==> config.mk <==
export PLATFORM = sky130hd
export DESIGN_NAME = chan_scan_seq
export DESIGN_NICKNAME = d
export VERILOG_FILES = /design/src/rtl/chan_scan_seq.sv
export SDC_FILE = /design/constraint.sdc
export NUM_CORES = 1
export LEC_CHECK = 0
export CORE_ASPECT_RATIO = 0.6
export CORE_MARGIN = 8
export CORE_UTILIZATION = 55
export DETAILED_ROUTE_END_ITERATION = 16
export DONT_BUFFER_PORTS = 1
export HOLD_SLACK_MARGIN = 0.06
export PLACE_DENSITY = 0.74
export SYNTH_ARGS = -nofsm -noshare
export SYNTH_HDL_FRONTEND = slang
export SYNTH_SLANG_ARGS = --single-unit
==> constraint.sdc <==
create_clock -name clk -period 2.8 [get_ports clk]
set_clock_uncertainty 0.2 [all_clocks]
set_input_delay 0.84 -clock clk [delete_from_list [all_inputs] [get_ports clk]]
set_output_delay 0.84 -clock clk [all_outputs]
set_load 0.01 [all_outputs]
==> src/rtl/chan_scan_seq.sv <==
// Channel scan sequencer: walks the set bits of a latched 8-bit mask in ascending
// order and offers each 3-bit code over valid/ready, with optional dwell and looping.
module chan_scan_seq #(
    parameter int DWELL_W = 8
) (
    input  logic               clk,
    input  logic               rst,
    input  logic               start,
    input  logic               stop,
    input  logic               loop,
    input  logic [7:0]         en_mask,
    input  logic [DWELL_W-1:0] dwell,
    output logic [2:0]         sel,
    output logic               sel_valid,
    input  logic               sel_ready,
    output logic               busy,
    output logic               done,
    output logic [7:0]         pass_cnt
);

    typedef enum logic [1:0] {IDLE, PRESENT, DWELL} state_t;

    state_t             state;
    logic [7:0]         mask_q;
    logic [DWELL_W-1:0] dwell_q;
    logic [DWELL_W-1:0] cnt;
    logic               loop_q;
    logic               stop_pend;

    // Returns {found, index} of the lowest set bit of m at or above position from.
    function automatic logic [3:0] find_from(input logic [7:0] m, input logic [3:0] from);
        logic [3:0] r;
        r = '0;
        for (int i = 7; i >= 0; i--) begin
            if (m[i] && (4'(i) >= from)) r = {1'b1, 3'(i)};
        end
        return r;
    endfunction

    logic [3:0] above;
    logic [3:0] first;
    logic [3:0] start_first;
    logic       accept;
    logic       stop_now;
    logic       pass_end;
    logic [2:0] next_code;

    assign above       = find_from(mask_q, {1'b0, sel} + 4'd1);
    assign first       = find_from(mask_q, 4'd0);
    assign start_first = find_from(en_mask, 4'd0);
    assign accept      = sel_valid && sel_ready;
    assign stop_now    = stop || stop_pend;
    assign pass_end    = !above[3];
    assign next_code   = pass_end ? first[2:0] : above[2:0];

    always_ff @(posedge clk or posedge rst) begin
        if (rst) begin
            state     <= IDLE;
            mask_q    <= '0;
            dwell_q   <= '0;
            loop_q    <= 1'b0;
            cnt       <= '0;
            stop_pend <= 1'b0;
            sel       <= '0;
            sel_valid <= 1'b0;
            busy      <= 1'b0;
            done      <= 1'b0;
            pass_cnt  <= '0;
        end else begin
            done <= 1'b0;
            case (state)
                IDLE: begin
                    if (start && (en_mask != 8'd0)) begin
                        mask_q    <= en_mask;
                        dwell_q   <= dwell;
                        loop_q    <= loop;
                        pass_cnt  <= '0;
                        sel       <= start_first[2:0];
                        sel_valid <= 1'b1;
                        busy      <= 1'b1;
                        stop_pend <= 1'b0;
                        state     <= PRESENT;
                    end
                end
                PRESENT: begin
                    if (stop) stop_pend <= 1'b1;
                    if (accept) begin
                        if (pass_end) pass_cnt <= pass_cnt + 8'd1;
                        if (stop_now || (pass_end && !loop_q)) begin
                            state     <= IDLE;
                            sel_valid <= 1'b0;
                            busy      <= 1'b0;
                            done      <= 1'b1;
                            stop_pend <= 1'b0;
                        end else begin
                            // sel may move early: it is not observed while sel_valid is low
                            sel <= next_code;
                            if (dwell_q != '0) begin
                                sel_valid <= 1'b0;
                                cnt       <= dwell_q;
                                state     <= DWELL;
                            end
                        end
                    end
                end
                DWELL: begin
                    if (stop_now) begin
                        state     <= IDLE;
                        busy      <= 1'b0;
                        done      <= 1'b1;
                        stop_pend <= 1'b0;
                    end else begin
                        cnt <= cnt - 1'b1;
                        if (cnt == {{(DWELL_W-1){1'b0}}, 1'b1}) begin
                            sel_valid <= 1'b1;
                            state     <= PRESENT;
                        end
                    end
                end
                default: state <= IDLE;
            endcase
        end
    end

endmodule

==> results of run 1 <==
==> cells in the mapped netlist (2+ instances only) <==
master,n
sky130_fd_sc_hd__a22o_1,3
sky130_fd_sc_hd__a21boi_1,5
sky130_fd_sc_hd__nor3_1,4
sky130_fd_sc_hd__a211oi_1,2
sky130_fd_sc_hd__mux2i_1,4
sky130_fd_sc_hd__a32o_1,2
sky130_fd_sc_hd__nand3_1,5
sky130_fd_sc_hd__or2_2,2
sky130_fd_sc_hd__a21oi_1,19
sky130_fd_sc_hd__or4_1,7
sky130_fd_sc_hd__dfrtp_1,42
sky130_fd_sc_hd__nand4_1,2
sky130_fd_sc_hd__o22a_1,7
sky130_fd_sc_hd__a31oi_1,3
sky130_fd_sc_hd__clkbuf_1,4
sky130_fd_sc_hd__mux2_1,17
sky130_fd_sc_hd__ha_1,10
sky130_fd_sc_hd__nand2b_1,4
sky130_fd_sc_hd__buf_2,4
sky130_fd_sc_hd__or3_1,4
sky130_fd_sc_hd__o211ai_1,3
sky130_fd_sc_hd__o21bai_1,5
sky130_fd_sc_hd__o31ai_1,5
sky130_fd_sc_hd__o21a_1,2
sky130_fd_sc_hd__o21ai_1,15
sky130_fd_sc_hd__o21ai_0,2
sky130_fd_sc_hd__o221ai_1,3
sky130_fd_sc_hd__inv_1,17
sky130_fd_sc_hd__nand2_1,18
sky130_fd_sc_hd__nor2_1,28
sky130_fd_sc_hd__nor2b_1,5
==> registers in the layout, indices dropped and copies added (netlist names) <==
register	cells
stop_pend	1
state	2
sel_valid	1
done	1
dwell_q	8
loop_q	1
cnt	8
pass_cnt	8
mask_q	8
busy	1
sel	3
==> how the worst max path moves through the flow <==
stage / endpoint / slack [ns] / depth (start not counted)
2_1_floorplan: dwell_q[0] / 0.03 / 5
3_3_place_gp: state[0] / 0.001 / 7
3_5_place_dp: state[0] / -0.002 / 7
4_1_cts: pass_cnt[6] / 0.02 / 9
5_1_grt: pass_cnt[7] / -0.02 / 9
6_report: pass_cnt[6] / 0.08 / 9
==> report_power, final <==
part	total, uW	leakage, uW	internal, uW	switching (uW)
sequential	1180	0.000510	860	320
combinational	1650	0.000635	781	869
clock	383	0.0000452	176	207
==> layout by cell type (no fill, tap or decap), types with 3 or more instances in the layout <==
cell                        n
sky130_fd_sc_hd__o22a_1     7
sky130_fd_sc_hd__ha_1       8
sky130_fd_sc_hd__or3_1      4
sky130_fd_sc_hd__clkbuf_8   5
sky130_fd_sc_hd__or4_1      7
sky130_fd_sc_hd__o21ai_1   15
sky130_fd_sc_hd__nor3_1     4
sky130_fd_sc_hd__o31ai_1    5
sky130_fd_sc_hd__o211ai_1   3
sky130_fd_sc_hd__a21boi_1   5
sky130_fd_sc_hd__mux2_1    17
sky130_fd_sc_hd__nand2_1   18
sky130_fd_sc_hd__o21bai_1   5
sky130_fd_sc_hd__dfrtp_1   40
sky130_fd_sc_hd__mux2i_1    4
sky130_fd_sc_hd__nand2b_1   3
sky130_fd_sc_hd__a22o_1     3
sky130_fd_sc_hd__nor2b_1    5
sky130_fd_sc_hd__nor2_1    28
sky130_fd_sc_hd__nand3_1    5
sky130_fd_sc_hd__a21oi_1   17
sky130_fd_sc_hd__buf_4     18
sky130_fd_sc_hd__inv_1     16
sky130_fd_sc_hd__a31oi_1    3
sky130_fd_sc_hd__o221ai_1   3
==> cell type report <==
cell class | instances | area [um^2] | share of cell area
well taps | 63 | 78.8 | 0.0273
clock buffers | 6 | 72.6 | 0.0251
clock inverters | 2 | 13.8 | 0.00476
flip-flops and latches | 42 | 1050 | 0.364
repair buffers | 19 | 146 | 0.0506
inverters | 17 | 63.8 | 0.0221
multi-input cells | 203 | 1460 | 0.506
==> routing by layer <==
layer / vias up / track usage
met1: 1054 / 0.252
met4: 0 / 0.0340
met3: 4 / 0.0519
met5: - / 0
li1: 1030 / -
met2: 94 / 0.255
==> metrics by stage <==
stage	setup TNS, ns	setup slack [ns]	utilization
after floorplan	0	0.0283	-
after global placement	0	0.00121	0.607
after detailed placement	-0.00237	-0.00237	0.607
after CTS	0	0.0156	0.628
after global routing	-0.0246	-0.0188	0.637
final	0	0.0819	0.637
==> kinds of logic after synthesis <==
kind of cell | Yosys count | synth area share
compound gates | 87 | 0.246
simple gates | 83 | 0.160
flops | 42 | 0.409
buf+inv | 25 | 0.0385
mux | 22 | 0.0944
fa+ha+maj | 10 | 0.0487
xor+xnor | 1 | 0.00341
==> repair_timing <==
item,CTS,global route
gates cloned,0,0
setup endpoints to repair,2,2
pin swaps,2,4
hold buffers,0,0
resized for setup,2,9
==> key figures, run 1 <==
Worst setup path
  • Worst path bufs/invs: 2
  • Family with the most delay on the worst path: compound AO/OA/AOI/OAI gates
  • Crit path launch type: flop
  • Worst flop-to-flop path startpoint: sel[0]
  • Crit Reg-Reg Endpoint: pass_cnt[6]
  • Crit Path Class: flop to flop
  • Critical Path End Type: flop
  • Crit path cell chain: inv_2 > ha_4 > a22o_1 > a211oi_2 > o2111ai_4 > o22a_1 > buf_6 > or4_1 > a21oi_2
  • First element of the critical path: sel[0]
  • Crit path max fanout: 14
  • Reg-to-reg slack, setup: ~0.082 ns
  • Slowest cell delay on critical path: around 0.52 ns
  • CP Data Required Time: 2.82 ns
  • Count of cells along the worst register-to-register path: 9
  • Worst path slowest cell: sky130_fd_sc_hd__or4_1
  • Crit path arrival time: 2.74 ns

Die
  • Core Footprint: roughly 0.0045 mm^2
  • Die span in x: 104 um
  • Die height: 69.0 um
  • Initial Utilization: 0.566
  • Area of the die: roughly 0.0072 mm^2
  • Top-level port count: 36
  • Number of core rows: 19

Finish
  • Count of placed standard cells in the final layout, fillers left out: 352
  • Area growth, synth to finish: 12.5%
  • Final std cell area, no fill: 0.00289 mm^2
  • Ratio of cells with drive above 1 in the final layout: 0.149
  • Layout net count: 320
  • Final-layout fill cell count: 377
  • Count of inserted antenna diode cells: 0

Pwr
  • Total chip power: roughly 3200 uW
  • Ratio of total power to cell area: 1110 mW/mm^2
  • Peak supply drop: between 0.4 and 0.5 mV
  • Cell leakage power: 0.00119 uW

Synth
  • Net count after synthesis: ~300
  • Number of distinct library cell variants in the gate-level netlist after synthesis: 48
  • Yosys top cell by area: sky130_fd_sc_hd__dfrtp_1
  • Average footprint of a synthesized cell: 9.52 um^2
  • Area share of the largest cell type after synthesis: 0.409
  • Cell area after synthesis: between 0.002 and 0.003 mm^2
  • Seq cells post-synth: 42
  • Area contributors post-synth: sky130_fd_sc_hd__dfrtp_1, sky130_fd_sc_hd__mux2_1, sky130_fd_sc_hd__ha_1
  • Most used flip-flop cell after synthesis: sky130_fd_sc_hd__dfrtp_1
  • Synthesized instance count: 270
  • Number of warnings reported in the yosys synthesis log: 0
  • Fraction of the yosys area taken by sequential cells: 0.409
  • Fraction of registers with async set or reset after synthesis: 1.00
  • EDFF count, synth: 0

Placed design
  • Post-Place Cell Area: 0.00276 mm^2
  • Final weighted congestion of routability-driven global placement: 0.896
  • Placed cell count: 344
  • Half-perimeter wire length of the detailed placement result: 4.71 mm
  • Quantity of I/O buffers inserted on ports: 0

STA
  • Remaining max-slew budget at the tightest pin: 0.648
  • RSZ-0062 raised after global routing: yes
  • Worst Max-Slew Pin Slew: between 0.5 and 0.6 ns
  • Worst-case hold slack: about 0.32 ns
  • Setup violation total in the final timing report: 0
  • Time the worst path needs with I/O delays and setup: about 2.7 ns
  • Highest Clock Rate: ~0.37 GHz
  • Final cycle utilization of the critical path: 0.971
  • Number of max-slew violations in the final report: 0
  • Hold Vio Cnt, Final: 0

Flow run
  • Max-cap violations: 0

Routing
  • Via density: between 6 and 7
  • Number of nets still failing antenna checks after routing: 0
  • Total wire length after detailed routing: 6.08 mm
  • First-pass DRT Iterations: 4
  • Top Layer Used: met4
  • Via count: ~2200
  • DRC violations left: 0
  • Wire length the detailed router placed on met1: 2.92 mm
  • Sum of met2 wire segment lengths after detailed routing: 2.52 mm
  • Post-DR wirelength/cell: roughly 17 um
  • Met3 wire len: 608 um
  • Drt first-iter violations: 138

CTS
  • TritonCTS Buffers: 5
  • Buffers inserted by post-CTS timing repair: 0
  • CTS tree: built
  • Count of clock tree sinks: 42
  • Maximum clock insertion buffer count: 2
  • Clock latency on the worst-skew pair: roughly 0.29 ns
  • Clock transition at the register clock pins on the worst setup and hold paths after CTS: 0.08 ns
  • Root Buffer: sky130_fd_sc_hd__clkbuf_8
  • Number of levels in the clock H-tree: 2

Min path
  • Class of the tightest hold or removal check: flop to flop
  • Worst Hold Endpoint: cnt[6]
  • Number of stages on the worst hold path: 1
  • Min-Delay Startpoint: cnt[6]

Outcome
  • Status: complete, no violations

GRT
  • GRT overflow: 0
  • Via count of the first global-routing pass: between 1500 and 2000
  • Initial antenna violation count: 0
  • Largest net degree at the start of global routing: 43
  • Overall fraction of global-route tracks in use: 0.175
  • Wire length of the first global-routing pass: about 10 mm
Power figures use the tool's default switching activity.
==> inputs of run 2 (changes only) <==
--- a/config.mk
+++ b/config.mk
@@ -11,7 +11,7 @@
 export DETAILED_ROUTE_END_ITERATION = 16
 export DONT_BUFFER_PORTS = 1
 export HOLD_SLACK_MARGIN = 0.06
-export PLACE_DENSITY = 0.74
+export PLACE_DENSITY = 0.77
 export SYNTH_ARGS = -nofsm -noshare
 export SYNTH_HDL_FRONTEND = slang
 export SYNTH_SLANG_ARGS = --single-unit
==> constraint.sdc (replaced) <==
create_clock -name clk -period 2.5 [get_ports clk]
set_clock_uncertainty 0.2 [all_clocks]
set_input_delay 0.75 -clock clk [delete_from_list [all_inputs] [get_ports clk]]
set_output_delay 0.75 -clock clk [all_outputs]
set_load 0.01 [all_outputs]
==> run 2 against run 1 <==
The run now ends with negative setup slack left. Fmax is 6.7% higher. Power is 36% higher. Wire length is 19% higher. Sequential power is 10% higher. Largest cell class unchanged.
==> key figures, run 2 (synthesis results as in run 1) <==
Pwr
  • Switching Power: 1880 uW
  • Peak supply drop: 0.606 mV
  • Share of total power in sequential cells: 0.297
  • Switching share of total power: 0.428
  • Clock network fraction of design power: 0.107
  • Cell leakage power: 0.00140 uW
  • Ratio of total power to cell area: 1330 mW/mm^2
  • Fraction of power consumed by combinational cells: 0.596
  • Internal power: 2510 uW

Die
  • Area of the die: 0.00719 mm^2
  • Top-level port count: 36
  • Die span in x: ~100 um
  • Core Footprint: 0.00454 mm^2
  • Die height: 69.0 um
  • Initial Utilization: 0.566
  • Number of core rows: 19

GRT
  • Wire length of the first global-routing pass: approximately 11 mm
  • Largest net degree at the start of global routing: 43
  • Overall fraction of global-route tracks in use: 0.199
  • GRT overflow: 0
  • Initial antenna violation count: 0
  • Via count of the first global-routing pass: approximately 2100

Finish
  • Commonest non-fill, non-tap cell in the layout: sky130_fd_sc_hd__buf_4
  • Count of inserted antenna diode cells: 0
  • Count of placed standard cells in the final layout, fillers left out: 379
  • Layout net count: between 300 and 400
  • Highest-count cells in the layout ignoring fill and taps: sky130_fd_sc_hd__buf_4, sky130_fd_sc_hd__dfrtp_1, sky130_fd_sc_hd__nor2_1
  • Area growth, synth to finish: 27.8%
  • Final std cell area, no fill: ~0.0033 mm^2
  • Ratio of cells with drive above 1 in the final layout: 0.313

STA
  • Worst Max-Slew Pin Slew: 0.549 ns
  • RSZ-0062 raised after global routing: yes
  • Final cycle utilization of the critical path: 1.02
  • Number of max-slew violations in the final report: 0
  • Remaining max-slew budget at the tightest pin: 0.631
  • Time the worst path needs with I/O delays and setup: between 2 and 3 ns
  • Setup violation total in the final timing report: 5
  • Highest Clock Rate: 0.393 GHz
  • Hold Vio Cnt, Final: 0
  • Setup TNS after final layout: -0.191 ns
  • Worst setup margin: -0.0469 ns

CTS
  • Number of buffers added to fix hold violations after cts: 0
  • Maximum clock insertion buffer count: 2
  • Clock transition at the register clock pins on the worst setup and hold paths after CTS: 0.08 ns
  • CTS tree: built
  • Count of clock tree sinks: 42
  • Number of levels in the clock H-tree: 2
  • TritonCTS Buffers: 5
  • Clock latency on the worst-skew pair: 0.30 ns
  • Root Buffer: sky130_fd_sc_hd__clkbuf_8

Routing
  • Total wire length after detailed routing: just over 7 mm
  • Post-DR wirelength/cell: around 19 um
  • Drt first-iter violations: 139
  • Via density: 6.16
  • Via count: 2335
  • DRC violations left: 0
  • First-pass DRT Iterations: 5
  • Number of nets still failing antenna checks after routing: 0

Worst setup path
  • Crit path max fanout: 6
  • Crit path arrival time: 2.58 ns
  • Critical Path End Type: flop
  • Crit Path Class: flop to flop
  • CP Data Required Time: about 2.5 ns
  • Crit path launch type: flop

Placed design
  • Quantity of I/O buffers inserted on ports: 0
  • Half-perimeter wire length of the detailed placement result: 5.25 mm
  • Post-Place Cell Area: just under 0.003 mm^2
  • Final weighted congestion of routability-driven global placement: about 0.96
  • Placed cell count: 361

Min path
  • Class of the tightest hold or removal check: input pin to async pin

Flow run
  • Max-cap violations: 0

Outcome
  • Violations in the final reports: negative setup slack
  • Status: finished, violations left
==> run 2: cell types whose count changed in the layout (fill, tap and decap cells not counted), moves of 2 or more <==
cell / delta
sky130_fd_sc_hd__or3_4: +3
sky130_fd_sc_hd__a21boi_1: -2
sky130_fd_sc_hd__mux2_1: -7
sky130_fd_sc_hd__or3_1: -3
sky130_fd_sc_hd__o21ai_2: +4
sky130_fd_sc_hd__or4_4: +2
sky130_fd_sc_hd__buf_4: +24
sky130_fd_sc_hd__mux2_4: +8
sky130_fd_sc_hd__or4_1: -2
sky130_fd_sc_hd__o21ai_1: -5
==> run 2: power by group through the flow <==
stage,combinational [uW],sequential [uW],clock [uW]
floorplan,1460,1220,0
global placement,2130,1260,0
detailed placement,2170,1280,0
CTS,2340,1290,478
global route,2820,1350,506
finish,2610,1300,470
==> run 2: cell type report <==
cell class	count	area [um^2]
timing repair buffer	46	363
tap	63	78.8
clock buffer	6	82.6
sequential	42	1050
inverter	17	63.8
clock inverter	2	12.5
multi-input combinational	203	1630
fill	318	1250
==> run 2: path summary, 6_finish.rpt <==
path	from	slack (ns)	depth (start not counted)	end
max reg2reg	sel[1]	-0.05	8	pass_cnt[6]
max in group asynchronous	rst	1.69	2	sel[0]
min in group clk	dwell_q[7]	0.32	1	dwell_q[7]
min	rst	0.18	2	dwell_q[5]
min reg2reg	dwell_q[7]	0.32	1	dwell_q[7]
max	sel[1]	-0.05	8	pass_cnt[6]
==> run 2: metal layers <==
metal / vias to the layer above / wire [um] / track usage / part of all wire
met1: 1115 / 3370 / 0.275 / 0.47
met2: 118 / 2890 / 0.269 / 0.40
met3: 14 / 872 / 0.0863 / 0.12
met5: - / 0 / 0 / 0
li1: 1088 / - / - / -
met4: 0 / 96 / 0.0644 / 0.013
==> run 2: through the flow <==
| stage | setup WS [ns] | util | hold WS [ns] | total power [uW] |
|---|---|---|---|---|
| after floorplan | -0.0466 | - | 0.273 | 2690 |
| after global placement | -0.166 | 0.652 | 0.301 | 3390 |
| after detailed placement | -0.204 | 0.652 | 0.309 | 3450 |
| final | -0.0469 | 0.724 | 0.179 | 4380 |
| after global routing | -0.155 | 0.724 | 0.199 | 4670 |
| after CTS | -0.0943 | 0.694 | 0.192 | 4110 |
==> run 2: critical path, stage by stage (launching register included) <==
cell and delay (ns):
sky130_fd_sc_hd__dfrtp_2 0.48, sky130_fd_sc_hd__ha_4 0.27, sky130_fd_sc_hd__a22o_4 0.24, sky130_fd_sc_hd__a211oi_4 0.22
sky130_fd_sc_hd__o2111ai_4 0.13, sky130_fd_sc_hd__o22a_1 0.22, sky130_fd_sc_hd__buf_6 0.13, sky130_fd_sc_hd__or4_1 0.46
sky130_fd_sc_hd__a21oi_1 0.13
==> run 2: what timing repair did <==
| action | CTS | global route |
|---|---|---|
| pin swaps | 14 | 10 |
| cloned | 0 | 1 |
| gates resized for setup | 7 | 24 |
| buffers inserted | 6 | 3 |
| setup endpoints to repair | 15 | 19 |
==> inputs of run 3 (changes only) <==
--- a/config.mk
+++ b/config.mk
@@ -8,6 +8,7 @@
 export CORE_ASPECT_RATIO = 0.6
 export CORE_MARGIN = 8
 export CORE_UTILIZATION = 55
+export CTS_CLUSTER_SIZE = 16
 export DETAILED_ROUTE_END_ITERATION = 16
 export DONT_BUFFER_PORTS = 1
 export HOLD_SLACK_MARGIN = 0.06
==> results of run 3 <==
Same layout as run 2: the final DEF is identical, and so are final timing and power.
